$ cat src/rtl/pool_window_gen.sv
// Generates non-overlapping 2x2 pooling windows from a raster-order pixel stream.
// Even rows are buffered; each odd-row, odd-column pixel completes one window.
module pool_window_gen #(
  parameter int unsigned DATA_W = 22,
  parameter int unsigned IMG_W  = 24,
  parameter int unsigned IMG_H  = 24
) (
  input  logic              clk,
  input  logic              reset,
  input  logic [DATA_W-1:0] pixelIn,
  input  logic              pixelValid,
  output logic [DATA_W-1:0] window1,
  output logic [DATA_W-1:0] window2,
  output logic [DATA_W-1:0] window3,
  output logic [DATA_W-1:0] window4,
  output logic              windowValid,
  output logic              frameDone
);

  localparam int unsigned ColW = (IMG_W > 2) ? $clog2(IMG_W) : 1;
  localparam int unsigned RowW = (IMG_H > 2) ? $clog2(IMG_H) : 1;
  localparam logic [ColW-1:0] ColLast = ColW'(IMG_W - 1);
  localparam logic [RowW-1:0] RowLast = RowW'(IMG_H - 1);

  logic [ColW-1:0]   col_q;
  logic [RowW-1:0]   row_q;
  logic [DATA_W-1:0] linebuf_q [IMG_W];
  logic [DATA_W-1:0] prev_pix_q;
  logic [DATA_W-1:0] win1_q, win2_q, win3_q, win4_q;
  logic              win_valid_q, frame_done_q;

  logic            col_last, row_last;
  logic [ColW-1:0] col_even;

  assign col_last = (col_q == ColLast);
  assign row_last = (row_q == RowLast);
  // Odd column minus one is the same address with bit 0 cleared.
  assign col_even = col_q & ~ColW'(1);

  // Line buffer holds the most recent even row; not reset.
  always_ff @(posedge clk) begin
    if (!reset && pixelValid && !row_q[0]) begin
      linebuf_q[col_q] <= pixelIn;
    end
  end

  always_ff @(posedge clk) begin
    if (reset) begin
      col_q        <= '0;
      row_q        <= '0;
      prev_pix_q   <= '0;
      win1_q       <= '0;
      win2_q       <= '0;
      win3_q       <= '0;
      win4_q       <= '0;
      win_valid_q  <= 1'b0;
      frame_done_q <= 1'b0;
    end else begin
      win_valid_q  <= 1'b0;
      frame_done_q <= 1'b0;
      if (pixelValid) begin
        if (col_last) begin
          col_q <= '0;
          row_q <= row_last ? '0 : row_q + RowW'(1);
        end else begin
          col_q <= col_q + ColW'(1);
        end
        if (row_q[0]) begin
          if (!col_q[0]) begin
            prev_pix_q <= pixelIn;
          end else begin
            win1_q       <= linebuf_q[col_even];
            win2_q       <= linebuf_q[col_q];
            win3_q       <= prev_pix_q;
            win4_q       <= pixelIn;
            win_valid_q  <= 1'b1;
            frame_done_q <= col_last && row_last;
          end
        end
      end
    end
  end

  assign window1     = win1_q;
  assign window2     = win2_q;
  assign window3     = win3_q;
  assign window4     = win4_q;
  assign windowValid = win_valid_q;
  assign frameDone   = frame_done_q;

endmodule

$ cat config.mk
export PLATFORM = sky130hd
export DESIGN_NAME = pool_window_gen
export DESIGN_NICKNAME = d
export VERILOG_FILES = /design/src/rtl/pool_window_gen.sv
export SDC_FILE = /design/constraint.sdc
export NUM_CORES = 1
export LEC_CHECK = 0
export CAP_MARGIN = 15
export CORE_UTILIZATION = 50
export DETAILED_ROUTE_END_ITERATION = 10
export PLACE_DENSITY = 0.68
export SLEW_MARGIN = 20
export SYNTH_ARGS = -nofsm -noshare
export SYNTH_HDL_FRONTEND = slang
export SYNTH_SLANG_ARGS = --single-unit
$ cat constraint.sdc
create_clock -name clk -period 3.3 [get_ports clk]
set_clock_uncertainty 0.05 [all_clocks]
set_input_delay 0.99 -clock clk [delete_from_list [all_inputs] [get_ports clk]]
set_output_delay 0.99 -clock clk [all_outputs]
set_load 0.005 [all_outputs]
======== Word-level counts from Yosys, hierarchy flattened ========
Memories as Yosys holds them, arrays and structs flattened. A register that Yosys moved wholly into a read port is not among the register bits.
Index checks and enable logic that the tools add are counted.
cells by class
  $add $sub $neg .......................... 2
  multiply operators ...................... 0
  div/mod/pow operators ................... 0
  $lt $le $gt $ge ......................... 0
  equal/unequal tests ..................... 2
  shift operators ......................... 0
  muxes and demuxes ....................... 5
  bitwise gates (word level) .............. 3
  reduce and logical (&&, ||, !) cells .... 10
operators by type and width
  kind                                                            count
  5-bit by 1-bit adder with 5-bit output (second input constant)  2
  5-bit == test (second input constant)                           2
  5-bit two-way mux                                               2
  3-bit AND reduction                                             2
  4-bit OR reduction                                              1
  1-bit logical AND                                               3
  1-bit two-way mux                                               3
  1-bit inverter                                                  3
  3-bit OR reduction                                              1
  1-bit zero test                                                 2
  2-bit AND reduction                                             1
word-level totals
  register bits ........................... 78
  bits in latches ......................... 0
  RAM bits ................................ 528
  bits in read-only memories .............. 0
  output and inout bits ................... 90
  memories kept ........................... 1
memories
  memory     depth  width  read ports  clocked after Yosys merged registers in  write ports  line  RTL
  linebuf_q  24     22     2           2                                        1            27    logic [DATA_W-1:0] linebuf_q [IMG_W];

======== Logic depth before layout (Yosys ltp) ========
Gate-level depths: netlist of run 1.
  word-level depth ........................ 5
  depth in mapped cells ................... 8

======== Worst setup path after synthesis of run 1 ========
No wires, ideal clock.
  kind .................................... input-to-reg
  start ................................... input pixelValid
  end ..................................... memory linebuf_q[12][0], enable pin
  library setup time ...................... 0.401 ns
  data arrival time ....................... 2.684 ns
  required time ........................... 2.849 ns
  path slack .............................. 0.165 ns
  stages on the path ...................... 4
  cells stage by stage .................... buf_2 -> nor3b_1 -> nand2_1 -> nor2_1
on the way
  cells in the longest elaborated chain, start to end .. 4
ends and longest elaborated chain
  element                                  line  RTL
  start: declaration                       11    input logic pixelValid,
  1-bit logical AND (2 in series)          42    if (!reset && pixelValid && !row_q[0]) begin
  1-bit two-way mux                        42
  1-bit two-way mux (implied by the code)  43    linebuf_q[col_q] <= pixelIn;
  end: declaration                         27
No other way between the ends.

==> metrics, run 1 <==
Synth Warn # 0; Diodes inserted 0; CP arrival 3210 ps; register area 18300 sq um; DP HPWL 39280 um; gpl congestion 0.8506; H-Tree Depth 2; Slew Viols, Final 0; Ports 115; GRT Total Usage 24.85%; DR iter-0 viols 1499; worst-path fanout max 19; fill count 3579; CP delay by family, top flip-flops; Die W 224.0 um; critical path required time 3710 ps; CTS tree yes; most used routing layer met2; Detailed Routing Iterations Pass 1 5; Syn Nets 1572; largest net degree at the start of global routing 72; CP max stage cell dfxtp_1; Pwr Total 16.42 mW; area of the multi-input gates 5839 sq um; Worst-path clk slew 60 ps; Yosys top cell by area edfxtp_1; core area 48150 sq um; Routed Antenna Nets 0; Layout Area Growth over Synthesis 17.80%; Crit Path Category register to register; routing usage on met3 4.328%; Post-synth top flop edfxtp_1; Synth Instances 1541; top post-synthesis cells by area edfxtp_1, dfxtp_1, mux2i_1; GRT met1 Usage 35.06%; Lkg Pwr 8.969 nW; register area share after synthesis 74.26%; Num CTS Buffers 61; Hold WC Path Type register to register; share of flip-flops with an asynchronous set or reset 0%; final core utilization 60.29%; maxcap violations 0; DRC Markers 0; number of global-route vias before repair 13840; post-synthesis sequential element count 650; Initial Utilization 51.18%; worst path cell trace or4b_1 > o22ai_1 > a2111oi_0 > buf_4 > nor3_1; # resized after CTS 0; unrepaired setup endpoints after global routing no; hold_ws 402.4 ps; Clock Latency Late Sink 620 ps; die height 224.0 um; CTS Hold Bufs 0; Mapped Area 24640 sq um; PwrDens 565.9 nW/um^2; post-DR wirelength/cell 25.29 um; vias per cell 5.866; VDD IR max 0.0004275 V; CP max stage delay 900 ps; met2 Usage GRT 38.63%; Fmax 0.3573 GHz; postcts setup bufs 0; global-route wire length before repair 90250 um; Avg Cell Area, Syn 15.99 sq um; initial antenna violation count 1; Rows 80; worst slew pin tran 892.8 ps; setup total negative slack 0 ps; status finished, final reports clean; commonest cells after routing, fill and taps aside edfxtp_1, mux2i_1, nand2_1; commonest non-fill, non-tap cell in the layout edfxtp_1; Max-Slew Margin vs Limit 40.40%; worst-case clock buffer depth 3; # setup viols final 0; worst path bufs/invs 1; CP startpoint kind register; number of flops mapped to enable cells by yosys 528; share of cells above drive strength 1 15.95%; Netlist cell types 49; die area 50170 sq um; via count 14300; drt total wl 61630 um; Port Buffer Count 114; Post-layout nets 1762; area fraction of the dominant cell type after synthesis 64.35%; Root Driver clkbuf_16; fin crit period 2799 ps; part of the cycle the worst path needs 84.81%; final global-route overflow total 0; crit end category register; clk sink count 650; final hold vios 0
[layer usage]
metal / wire [um] / up-vias
li1: - / 6309
met1: 25750 / 7257
met2: 28680 / 616
met3: 5018 / 111
met4: 2171 / 2
met5: 13 / -
[worst paths after layout]
check / startpoint / endpoint / slack, ps / cells after the start
setup / recovery: col_q[4] / window2[12] / 500 / 5
hold / removal: window4[10] / window4[10] / 400 / 2
setup reg to reg: col_q[4] / window2[12] / 500 / 5
hold reg to reg: window4[10] / window4[10] / 400 / 2
[sequential cells by signal, indices dropped and copies added, names as in the netlist]
register     cells
prev_pix_q      22
frameDone        1
window1         22
window2         22
window4         22
window3         22
linebuf_q      528
row_q            5
col_q            5
windowValid      1
[cells in the mapped netlist, types with 3 or more instances]
master,instances
edfxtp_1,528
mux2i_1,169
nand2_1,145
dfxtp_1,122
a21oi_1,90
nor2_1,88
o22ai_1,65
mux4_2,47
clkbuf_1,43
o21ai_0,41
a211oi_1,28
buf_2,28
nor3_1,27
buf_6,14
a2111oi_0,13
buf_4,8
nor4_1,7
a22oi_1,6
ha_1,6
a22o_1,5
nand2b_1,5
inv_1,4
mux2_2,4
or3_1,4
buf_1,3
nand3_1,3
nor2b_1,3
[where the power goes]
group	total, mW	switching (mW)	internal [mW]
combinational	0.734	0.466	0.268
sequential	8.91	0.0308	8.88
clock	6.78	2.91	3.87
[metrics by stage]
| stage | cells | setup WS (ps) | instance area [sq um] |
|---|---|---|---|
| after floorplan | 1541 | 164.8 | 24640 |
| after global placement | 2324 | 304.6 | 27090 |
| after detailed placement | 2324 | 313.0 | 27090 |
| after CTS | 2437 | 534.8 | 29030 |
| after global routing | 2437 | 394.4 | 29030 |
| final | 2437 | 501.1 | 29030 |
[tightest hold or removal path, stage by stage, from the launching register on]
cell and delay, ps:
dfxtp_1 310, nand2_1 50, a21oi_1 50
[cell families after synthesis]
logic type	synth area share [%]
flops	74.26
simple gates	5.322
compound gates	6.292
mux	11.34
buf+inv	2.336
fa+ha+maj	0.3047
xor+xnor	0.1422
[area by class of cell]
| type | instances | area share, % |
|---|---|---|
| clock buffers | 93 | 6.018 |
| multi-input cells | 789 | 20.12 |
| well taps | 656 | 2.828 |
| repair buffers | 225 | 7.268 |
| inverters | 4 | 0.05173 |
| clock inverters | 20 | 0.6552 |
| flip-flops and latches | 650 | 63.06 |
(Power assumes the default switching activity.)
==> run 2: changes to the inputs <==
--- a/config.mk
+++ b/config.mk
@@ -8,7 +8,7 @@
 export CAP_MARGIN = 15
 export CORE_UTILIZATION = 50
 export DETAILED_ROUTE_END_ITERATION = 10
-export PLACE_DENSITY = 0.68
+export PLACE_DENSITY = 0.71
 export SLEW_MARGIN = 20
 export SYNTH_ARGS = -nofsm -noshare
 export SYNTH_HDL_FRONTEND = slang
==> constraint.sdc (replaced) <==
create_clock -name clk -period 2.55 [get_ports clk]
set_clock_uncertainty 0.05 [all_clocks]
set_input_delay 0.765 -clock clk [delete_from_list [all_inputs] [get_ports clk]]
set_output_delay 0.765 -clock clk [all_outputs]
set_load 0.005 [all_outputs]
==> run 2 against run 1 <==
  * Core utilization is 1.2 points higher
  * Combinational power grew 31%
  * Worst setup slack got worse by 340 ps
  * Via count increased by 2.0%
  * Clock-buffer cell count decreased by 12
  * Critical endpoint is now window2[18]
  * Largest cell class unchanged
  * Highest routed layer is now met4
==> metrics, run 2 (synthesized netlist as in run 1, its figures left out) <==
largest net degree at the start of global routing 122 (+69%); DP HPWL 38270 um (-2.6%); number of flip-flops in the largest register 528 (unchanged); final global-route overflow total 0 (unchanged); instance area at placement 27530 sq um (+1.6%); drt total wl 61420 um (-0.35%); Ports 115 (unchanged); vias per cell 5.907 (+0.71%); Fmax 0.4190 GHz; Largest Register linebuf_q; Routed Antenna Nets 0 (unchanged); R2R Setup Slk 190 ps (-310 ps); Diodes inserted 0 (unchanged); fill count 3444 (-3.8%); Die W 224.0 um (unchanged); Hold WC Path Type register to register; die height 224.0 um (unchanged); # resized after CTS 0 (unchanged); Root Driver clkbuf_16; # setup viols final 0 (unchanged); share of cells above drive strength 1 17.76% (+1.8 points); worst slew pin tran 658.4 ps (-234.4 ps); Rows 80 (unchanged); Final Cell Area 29620 sq um (+2.1%); Worst-path clk slew 70 ps (about the same); maxcap violations 0 (unchanged); Initial Utilization 51.18% (unchanged); DR iter-0 viols 1538 (+2.6%); worst path bufs/invs 1 (unchanged); PwrDens 735.7 nW/um^2 (+30%); CP max stage delay 540 ps (-360 ps); clk sink count 650 (unchanged); worst-case clock buffer depth 3 (unchanged); Detailed Routing Iterations Pass 1 5 (unchanged); CP delay by family, top buffers and inverters; number of global-route vias before repair 14670 (+6.0%); CP max stage cell clkdlybuf4s50_1; Slew Viols, Final 0 (unchanged); GRT Total Usage 24.70% (-0.15 points); part of the cycle the worst path needs 93.59%; commonest cells after routing, fill and taps aside edfxtp_1, mux2i_1, nand2_1; Lkg Pwr 9.241 nW (+3.0%); Layout Area Growth over Synthesis 20.22%; initial antenna violation count 0 (-1); CTS Hold Bufs 0 (unchanged); Post-layout nets 1792 (+1.7%); Num CTS Buffers 66 (+8.2%); global-route wire length before repair 90800 um (+0.62%); H-Tree Depth 3 (+1); core area 48150 sq um (unchanged); status finished, final reports clean; final hold vios 0 (unchanged); unrepaired setup endpoints after global routing no; post-DR wirelength/cell 24.87 um (-1.6%); via count 14590 (+2.0%); gpl congestion 0.8124 (-4.5%); CP startpoint kind register; worst path cell trace clkdlybuf4s50_1; Port Buffer Count 114 (unchanged); crit end category primary output; Max-Slew Margin vs Limit 56.11% (+16 points); Crit Path Category register to primary output; fin crit period 2387 ps; CTS tree yes; commonest non-fill, non-tap cell in the layout edfxtp_1; DRC Markers 0 (unchanged); die area 50170 sq um (unchanged); CP arrival 1570 ps (-1640 ps); postcts setup bufs 0 (unchanged); Clock Latency Late Sink 610 ps (about the same); worst-path fanout max 2 (-17); VDD IR max 0.0005063 V (+18%); Pwr Total 21.79 mW (+33%); critical path required time 1740 ps (-1970 ps)
[run 2: final cells by class]
| type | count | area (sq um) | area share (%) |
|---|---|---|---|
| clock buffer | 81 | 1722 | 5.812 |
| clock inverter | 39 | 355.3 | 1.200 |
| inverter | 4 | 15.01 | 0.05069 |
| multi-input combinational | 789 | 5837 | 19.71 |
| sequential | 650 | 18300 | 61.79 |
| tap | 656 | 820.8 | 2.771 |
| timing repair buffer | 250 | 2567 | 8.668 |
[run 2: worst paths after layout]
kind | start | end | depth (start not counted)
hold / removal | prev_pix_q[5] | window3[5] | 2
setup reg to reg | col_q[1] | window1[8] | 6
setup / recovery | window2[18] | window2[18] | 1
hold reg to reg | prev_pix_q[5] | window3[5] | 2
[run 2: per-stage QoR]
stage	instances	setup slack, ps	hold slack [ps]	setup TNS [ps]	util (%)
after floorplan	1541	-94.64	382.1	-46770	-
after global placement	2348	-202.6	384.5	-64320	57.18
after detailed placement	2348	-210.0	394.7	-71110	57.18
after CTS	2468	80.02	405.3	0	61.49
after global routing	2469	14.79	418.6	0	61.52
final	2469	163.5	401.2	0	61.52
[run 2: routing by layer]
layer  share of wire, %  vias up  global-route usage, %
met5                  0        -                      0
met4                3.4        0                  9.810
met1                 41     7377                  33.89
met3                7.8      129                  3.961
met2                 48      686                  39.67
li1                   -     6393                      -
[run 2: where the power goes]
part / switching [mW] / internal, mW
combinational: 0.594 / 0.371
clock: 4.02 / 5.28
sequential: 0.0278 / 11.5
total: 4.64 / 17.2
